==> src/rtl/reg_file_wr_arbiter.sv <==
// Register-file write-port arbiter: two buffered writeback requesters, round-robin with same-register ordering.
// Optional build macro REG_FILE_ARB_COALESCE_EN: drop the older of two same-register entries instead of issuing both.
module reg_file_wr_arbiter #(
    parameter int unsigned DATA_WIDTH = 32,
    parameter int unsigned ADDR_WIDTH = 5
) (
    input  logic                  clk,
    input  logic                  rst,
    input  logic                  req0_valid,
    output logic                  req0_ready,
    input  logic [ADDR_WIDTH-1:0] req0_reg,
    input  logic [DATA_WIDTH-1:0] req0_data,
    input  logic                  req1_valid,
    output logic                  req1_ready,
    input  logic [ADDR_WIDTH-1:0] req1_reg,
    input  logic [DATA_WIDTH-1:0] req1_data,
    output logic                  wr_en,
    output logic [ADDR_WIDTH-1:0] wr_reg,
    output logic [DATA_WIDTH-1:0] wr_data,
    output logic                  collision
);

    // Holding buffers; holdN_age set means this entry is the younger of the two.
    logic                  hold0_valid, hold1_valid;
    logic                  hold0_age, hold1_age;
    logic [ADDR_WIDTH-1:0] hold0_reg, hold1_reg;
    logic [DATA_WIDTH-1:0] hold0_data, hold1_data;
    logic                  rr;

    logic                  grant0, grant1, grant_any;
    logic                  issue_sel;
    logic                  contested, same_reg;
    logic [ADDR_WIDTH-1:0] issue_reg;
    logic [DATA_WIDTH-1:0] issue_data;
    logic                  load0, load1;
    logic                  keep0, keep1;
    logic                  age0_next, age1_next;

    // Grant decision depends only on buffered state, never on incoming valids.
    always_comb begin
        grant0    = 1'b0;
        grant1    = 1'b0;
        issue_sel = 1'b0;
        contested = hold0_valid & hold1_valid;
        same_reg  = (hold0_reg == hold1_reg) && (hold0_reg != '0);
        if (contested) begin
            if (same_reg) begin
`ifdef REG_FILE_ARB_COALESCE_EN
                grant0    = 1'b1;
                grant1    = 1'b1;
                issue_sel = hold0_age ? 1'b0 : 1'b1;
`else
                if (hold0_age) begin
                    grant1    = 1'b1;
                    issue_sel = 1'b1;
                end else begin
                    grant0    = 1'b1;
                end
`endif
            end else if (rr) begin
                grant1    = 1'b1;
                issue_sel = 1'b1;
            end else begin
                grant0    = 1'b1;
            end
        end else if (hold0_valid) begin
            grant0 = 1'b1;
        end else if (hold1_valid) begin
            grant1    = 1'b1;
            issue_sel = 1'b1;
        end
    end

    assign grant_any  = grant0 | grant1;
    assign issue_reg  = issue_sel ? hold1_reg  : hold0_reg;
    assign issue_data = issue_sel ? hold1_data : hold0_data;

    assign req0_ready = !rst && (!hold0_valid || grant0);
    assign req1_ready = !rst && (!hold1_valid || grant1);
    assign load0      = req0_valid & req0_ready;
    assign load1      = req1_valid & req1_ready;
    assign keep0      = hold0_valid & ~grant0;
    assign keep1      = hold1_valid & ~grant1;

    // Age tracking: a load next to a surviving entry makes the loader the younger one.
    always_comb begin
        age0_next = hold0_age & ~grant0;
        age1_next = hold1_age & ~grant1;
        if (load0 && load1) begin
            age0_next = 1'b0;
            age1_next = 1'b1;
        end else if (load0) begin
            age0_next = keep1;
            age1_next = 1'b0;
        end else if (load1) begin
            age1_next = keep0;
            age0_next = 1'b0;
        end
    end

    always_ff @(posedge clk or posedge rst) begin
        if (rst) begin
            hold0_valid <= 1'b0;
            hold0_reg   <= '0;
            hold0_data  <= '0;
        end else if (load0) begin
            hold0_valid <= 1'b1;
            hold0_reg   <= req0_reg;
            hold0_data  <= req0_data;
        end else if (grant0) begin
            hold0_valid <= 1'b0;
        end
    end

    always_ff @(posedge clk or posedge rst) begin
        if (rst) begin
            hold1_valid <= 1'b0;
            hold1_reg   <= '0;
            hold1_data  <= '0;
        end else if (load1) begin
            hold1_valid <= 1'b1;
            hold1_reg   <= req1_reg;
            hold1_data  <= req1_data;
        end else if (grant1) begin
            hold1_valid <= 1'b0;
        end
    end

    always_ff @(posedge clk or posedge rst) begin
        if (rst) begin
            hold0_age <= 1'b0;
            hold1_age <= 1'b0;
            rr        <= 1'b0;
        end else begin
            hold0_age <= age0_next;
            hold1_age <= age1_next;
            if (contested) begin
                rr <= ~issue_sel;
            end
        end
    end

    // x0 consumes the slot but never reaches the register file.
    always_ff @(posedge clk or posedge rst) begin
        if (rst) begin
            wr_en     <= 1'b0;
            wr_reg    <= '0;
            wr_data   <= '0;
            collision <= 1'b0;
        end else begin
            wr_en     <= grant_any && (issue_reg != '0);
            collision <= contested & same_reg;
            if (grant_any && (issue_reg != '0)) begin
                wr_reg  <= issue_reg;
                wr_data <= issue_data;
            end
        end
    end

endmodule

==> config.mk <==
export PLATFORM = sky130hd
export DESIGN_NAME = reg_file_wr_arbiter
export DESIGN_NICKNAME = d
export VERILOG_FILES = /design/src/rtl/reg_file_wr_arbiter.sv
export SDC_FILE = /design/constraint.sdc
export NUM_CORES = 1
export LEC_CHECK = 0
export BUFFER_PORTS_ARGS = -buffer_cell sky130_fd_sc_hd__buf_2
export CORE_ASPECT_RATIO = 1.4
export CORE_MARGIN = 8
export CORE_UTILIZATION = 53
export CTS_CLUSTER_SIZE = 20
export DETAILED_ROUTE_END_ITERATION = 6
export GPL_ROUTABILITY_DRIVEN = 0
export PLACE_DENSITY = 0.79
export SETUP_SLACK_MARGIN = 0.5
export SLEW_MARGIN = 20
export SYNTH_ARGS = -nofsm -noshare
export SYNTH_HDL_FRONTEND = slang
export SYNTH_SLANG_ARGS = --single-unit
==> constraint.sdc <==
create_clock -name clk -period 6.25 [get_ports clk]
set_input_delay 1.25 -clock clk [delete_from_list [all_inputs] [get_ports clk]]
set_output_delay 1.25 -clock clk [all_outputs]
set_load 0.1 [all_outputs]
After elaboration in Yosys (flattened, before gate mapping)
Cells that the tools add are included.
{ "word_totals": {"register_bits": 117, "input_bits": 78} }
{ "op_classes": {"eq_ne": 1, "mux": 20, "bitwise_logic": 9, "n_reduce_logical": 14} }
{ "ops": {"columns": ["cell", "n"], "rows": [
  ["$mux 32", 1],
  ["$mux 1", 18],
  ["$reduce_bool 5->1", 2],
  ["$and 1x1->1", 6],
  ["$eq 5x5->1", 1],
  ["$logic_and 1x1->1", 5],
  ["$mux 5", 1],
  ["$reduce_bool 2->1", 2],
  ["$logic_not 1->1", 3],
  ["$logic_or 1x1->1", 2],
  ["$not 1->1", 2],
  ["$or 1x1->1", 1]
]} }

Logic depth before layout (Yosys ltp)
{ "logic_depth": {"word_depth": 10, "depth_mapped": 10, "depth_no_buf": 7} }

Worst setup path before layout
Ideal clock, no wire load.
{ "synth_timing": {"path_type": "in2out", "start": "input port rst", "end": "output port req1_ready", "arrival_ns": 4.707, "required_ns": 5.000, "setup_slack_ns": 0.293, "stages": 2, "cell_sequence": "inv_1 > and2_1"} }
{ "synth_between": {"elab_chain_len": 2} }
{ "synth_rtl": {"columns": ["element", "line_no", "rtl"], "rows": [
  ["start, declared", "8", "input logic rst,"],
  ["$logic_not 1->1 (no line)", null, null],
  ["$logic_and 1x1->1", "79", "assign req1_ready = !rst && (!hold1_valid || grant1);"],
  ["end, declared", "14", "output logic req1_ready,"]
]} }
Every way passes these cells.

Worst setup path in the final report
{ "layout_timing": {"start": "register hold0_reg[0]", "end": "output port req0_ready"} }
{ "layout_between": {"elab_chain_len": 6} }
{ "layout_rtl": {"columns": ["element", "line_no", "rtl"], "rows": [
  ["start, declared", "26", "logic [ADDR_WIDTH-1:0] hold0_reg, hold1_reg;"],
  ["start signal, assigned", "108", "hold0_reg <= req0_reg;"],
  ["$eq 5x5->1 or $reduce_bool 5->1 (tied branches)", "45", "same_reg = (hold0_reg == hold1_reg) && (hold0_reg != '0);"],
  ["$logic_and 1x1->1 (*)", "45", null],
  ["$mux 1 (*)", "47", "if (same_reg) begin"],
  ["$mux 1 (*)", "46", "if (contested) begin"],
  ["$logic_or 1x1->1 (*)", "78", "assign req0_ready = !rst && (!hold0_valid || grant0);"],
  ["$logic_and 1x1->1 (*)", "78", null],
  ["end, declared", "10", "output logic req0_ready,"]
]} }
Every way passes the cells marked *; elsewhere a longest branch is shown, timed or not.

==> results.md <==
- Status: complete, no violations
- Leak: 2.87 nW
- Complex-gate fraction of the synthesized area: 3.99%
- Post-Syn Area: 0.00501 sq mm
- Nets: 538
- IO buf count: 118
- Crit. End Element: output port
- Fin util: 67.2%
- Aggregate global-route resource usage: 17.9%
- Simple-Gate Fraction of Synth Area: 2.35%
- CP Data Required Time: 5.00 ns
- Largest family of logic cells by synthesized area: multiplexers
- Top_reg_cell synth: dfrtp_1
- Synthesized Nets: 413
- Worst-margin pin slew: 1.04 ns
- # IOs: 119
- Post-route clock period utilization: 65.6%
- Clk_lat worst skew: 0.40 ns
- Final ANT Viol Nets: 0
- Synth Area in Adders: 0%
- DRT Wirelength: 11000 um
- CTS root buffer: clkbuf_16
- Multiplexer area fraction after synthesis: 32.1%
- Post-Synth XOR/XNOR Area: 0.873%
- Post-CTS setup buffers: 0
- Most frequent cells in the layout: mux2_2, buf_2, dfrtp_1
- Yosys top cell area share: 58.4%
- CP Launch Type: flip-flop
- Tmin final: 4.10 ns
- Sink Count: 117
- Final hold viol count: 0
- F_max: 244 MHz
- EDFF count, synth: 0
- Final setup viols: 0
- Max-cap viol count: 0
- Global-route wire length before repair: 17700 um
- Sequential Power Share: 31.9%
- CTS tree: built
- Iter 0 DRT Violations: 170
- HPWL after detailed placement: 7520 um
- Net Sw Power: 1.46 mW
- Slew headroom: 30.1%
- Reg clk slew, reported paths: 0.05 ns
- Share of post-route cells with drive strength above 1: 63.4%
- Clock Skew: 0.0134 ns
- Dpl cells: 551
- Chip height: 131 um
- Largest net degree at the start of global routing: 64
- Initial antenna violation count: 0
- Most common cell after layout, fill and taps aside: mux2_2
- Fillers: 694
- Finished Layout Cells: 583
- Clock network power share: 28.6%
- Sw Ratio: 43.0%
- Routed vias: 3192
- PD cells: 540 mW/mm^2
- Post-Syn Instances: 335
- Synthesized area per cell: 15.0 sq um
- Total die area: 0.0129 sq mm
- Synth area leader: dfrtp_1
- Clk buf depth: 2
- WL per Instance: 18.8 um
- Flops & latches, synth: 117
- Critical Path AT: 2.85 ns
- Crit path kind: flip-flop to output port
- Final-report max-slew violation count: 0
- Hold-fix buffers at CTS: 0
- Drt drc: 0
- Vias in the first global route: 3554
- Resized Gates After CTS: 0
- DRT Pass-1 Iters: 5
- Top cells by area, synth: dfrtp_1, mux2_2, xnor2_1
- Largest fanout on the critical path: 6
- Comb pwr share: 39.5%
- Drt via density: 5.48
- Core area: 0.00935 sq mm
- Core Rows: 42
- Synth warnings: 0
- Worst hold-check path type: flip-flop to flip-flop
- Peak supply drop: 0.387 mV
- Register area share after synthesis: 58.4%
- Die width: 98.2 um
- Area delta synth->final: 25.3%
- Setup TNS: 0 ns
- H-tree levels: 4
- Initial Util: 53.6%
- # diodes: 0
- Total congestion overflow: 0
- RSZ-0062 raised after global routing: no
- Number of CTS-inserted buffers: 17
- Post-synth ARST share: 100%
- Cell Int Power: 1.93 mW
- Biggest regs: hold0_data: 32 flops, hold1_data: 32 flops, wr_data: 32 flops
- Synth cell types: 33
==> synthesized netlist by cell type (2+ instances only) <==
| cell type | instances |
|---|---|
| nand3_1 | 2 |
| a221oi_1 | 3 |
| buf_2 | 8 |
| a21oi_1 | 5 |
| buf_6 | 3 |
| o21ai_0 | 5 |
| dfrtp_1 | 117 |
| nand2_1 | 7 |
| inv_1 | 4 |
| mux2_2 | 142 |
| o22ai_1 | 2 |
| nor2_1 | 7 |
| buf_4 | 2 |
| xnor2_1 | 5 |
| clkbuf_1 | 3 |
| o31ai_1 | 2 |
| and2_1 | 2 |
==> worst paths after layout <==
check                          startpoint             end  slack [ns]  cells past startpoint
max reg2reg                  hold0_reg[0]     wr_data[20]        2.56                      8
min                        hold0_data[17]  hold0_data[17]        0.50                      1
min in group asynchronous             rst  hold1_data[10]        1.14                      3
min reg2reg                hold0_data[17]  hold0_data[17]        0.50                      1
max in group asynchronous             rst  hold0_data[22]        3.93                      4
max                          hold0_reg[0]      req0_ready        2.15                      7
==> final cells by class <==
| class | count | area [sq um] | share of cell area, % |
|---|---|---|---|
| flip-flops and latches | 117 | 2930 | 46.6 |
| multi-input cells | 198 | 1970 | 31.4 |
| clock inverters | 9 | 125 | 1.99 |
| clock buffers | 23 | 478 | 7.61 |
| inverters | 4 | 18.8 | 0.299 |
| repair buffers | 122 | 621 | 9.88 |
| well taps | 110 | 138 | 2.19 |
==> cells by family after synthesis <==
family | count (synthesis)
muxes | 143
xor gates and xnor gates | 5
buffers and inverters | 20
and+or+nand+nor | 24
DFF | 117
AOI/OAI and AO/OA | 26
==> through the flow <==
step | power, mW | hold slack [ns] | worst slack [ns] | area, sq um
global route | 3.53 | 0.507 | 1.97 | 6280
detailed placement | 2.43 | 0.487 | 2.55 | 5680
global placement | 2.41 | 0.482 | 2.62 | 5680
finish | 3.39 | 0.499 | 2.15 | 6280
CTS | 3.42 | 0.500 | 2.15 | 6280
floorplan | 2.19 | 0.474 | 1.28 | 5020
==> critical path: stages (launching register included) <==
cell,delay [ns]
dfrtp_1,0.43
or3_4,0.42
o311ai_2,0.27
or2_1,0.26
mux2i_1,0.41
nor2_1,0.10
nor2_1,0.12
buf_2,0.44
==> routing by layer <==
| layer | routed length (um) | track usage, % |
|---|---|---|
| met5 | 0 | 0 |
| met1 | 4410 | 20.1 |
| met4 | 209 | 8.07 |
| met2 | 5760 | 30.6 |
| met3 | 574 | 6.08 |
==> power groups by stage <==
stage	combinational [mW]	sequential (mW)	clock [mW]
3_3_place_gp	1.33	1.08	0
5_1_grt	1.40	1.11	1.02
4_1_cts	1.35	1.08	0.989
2_1_floorplan	0.352	1.84	0
6_report	1.34	1.08	0.971
3_5_place_dp	1.35	1.09	0
Note: power is estimated with default switching activity, not from simulation.
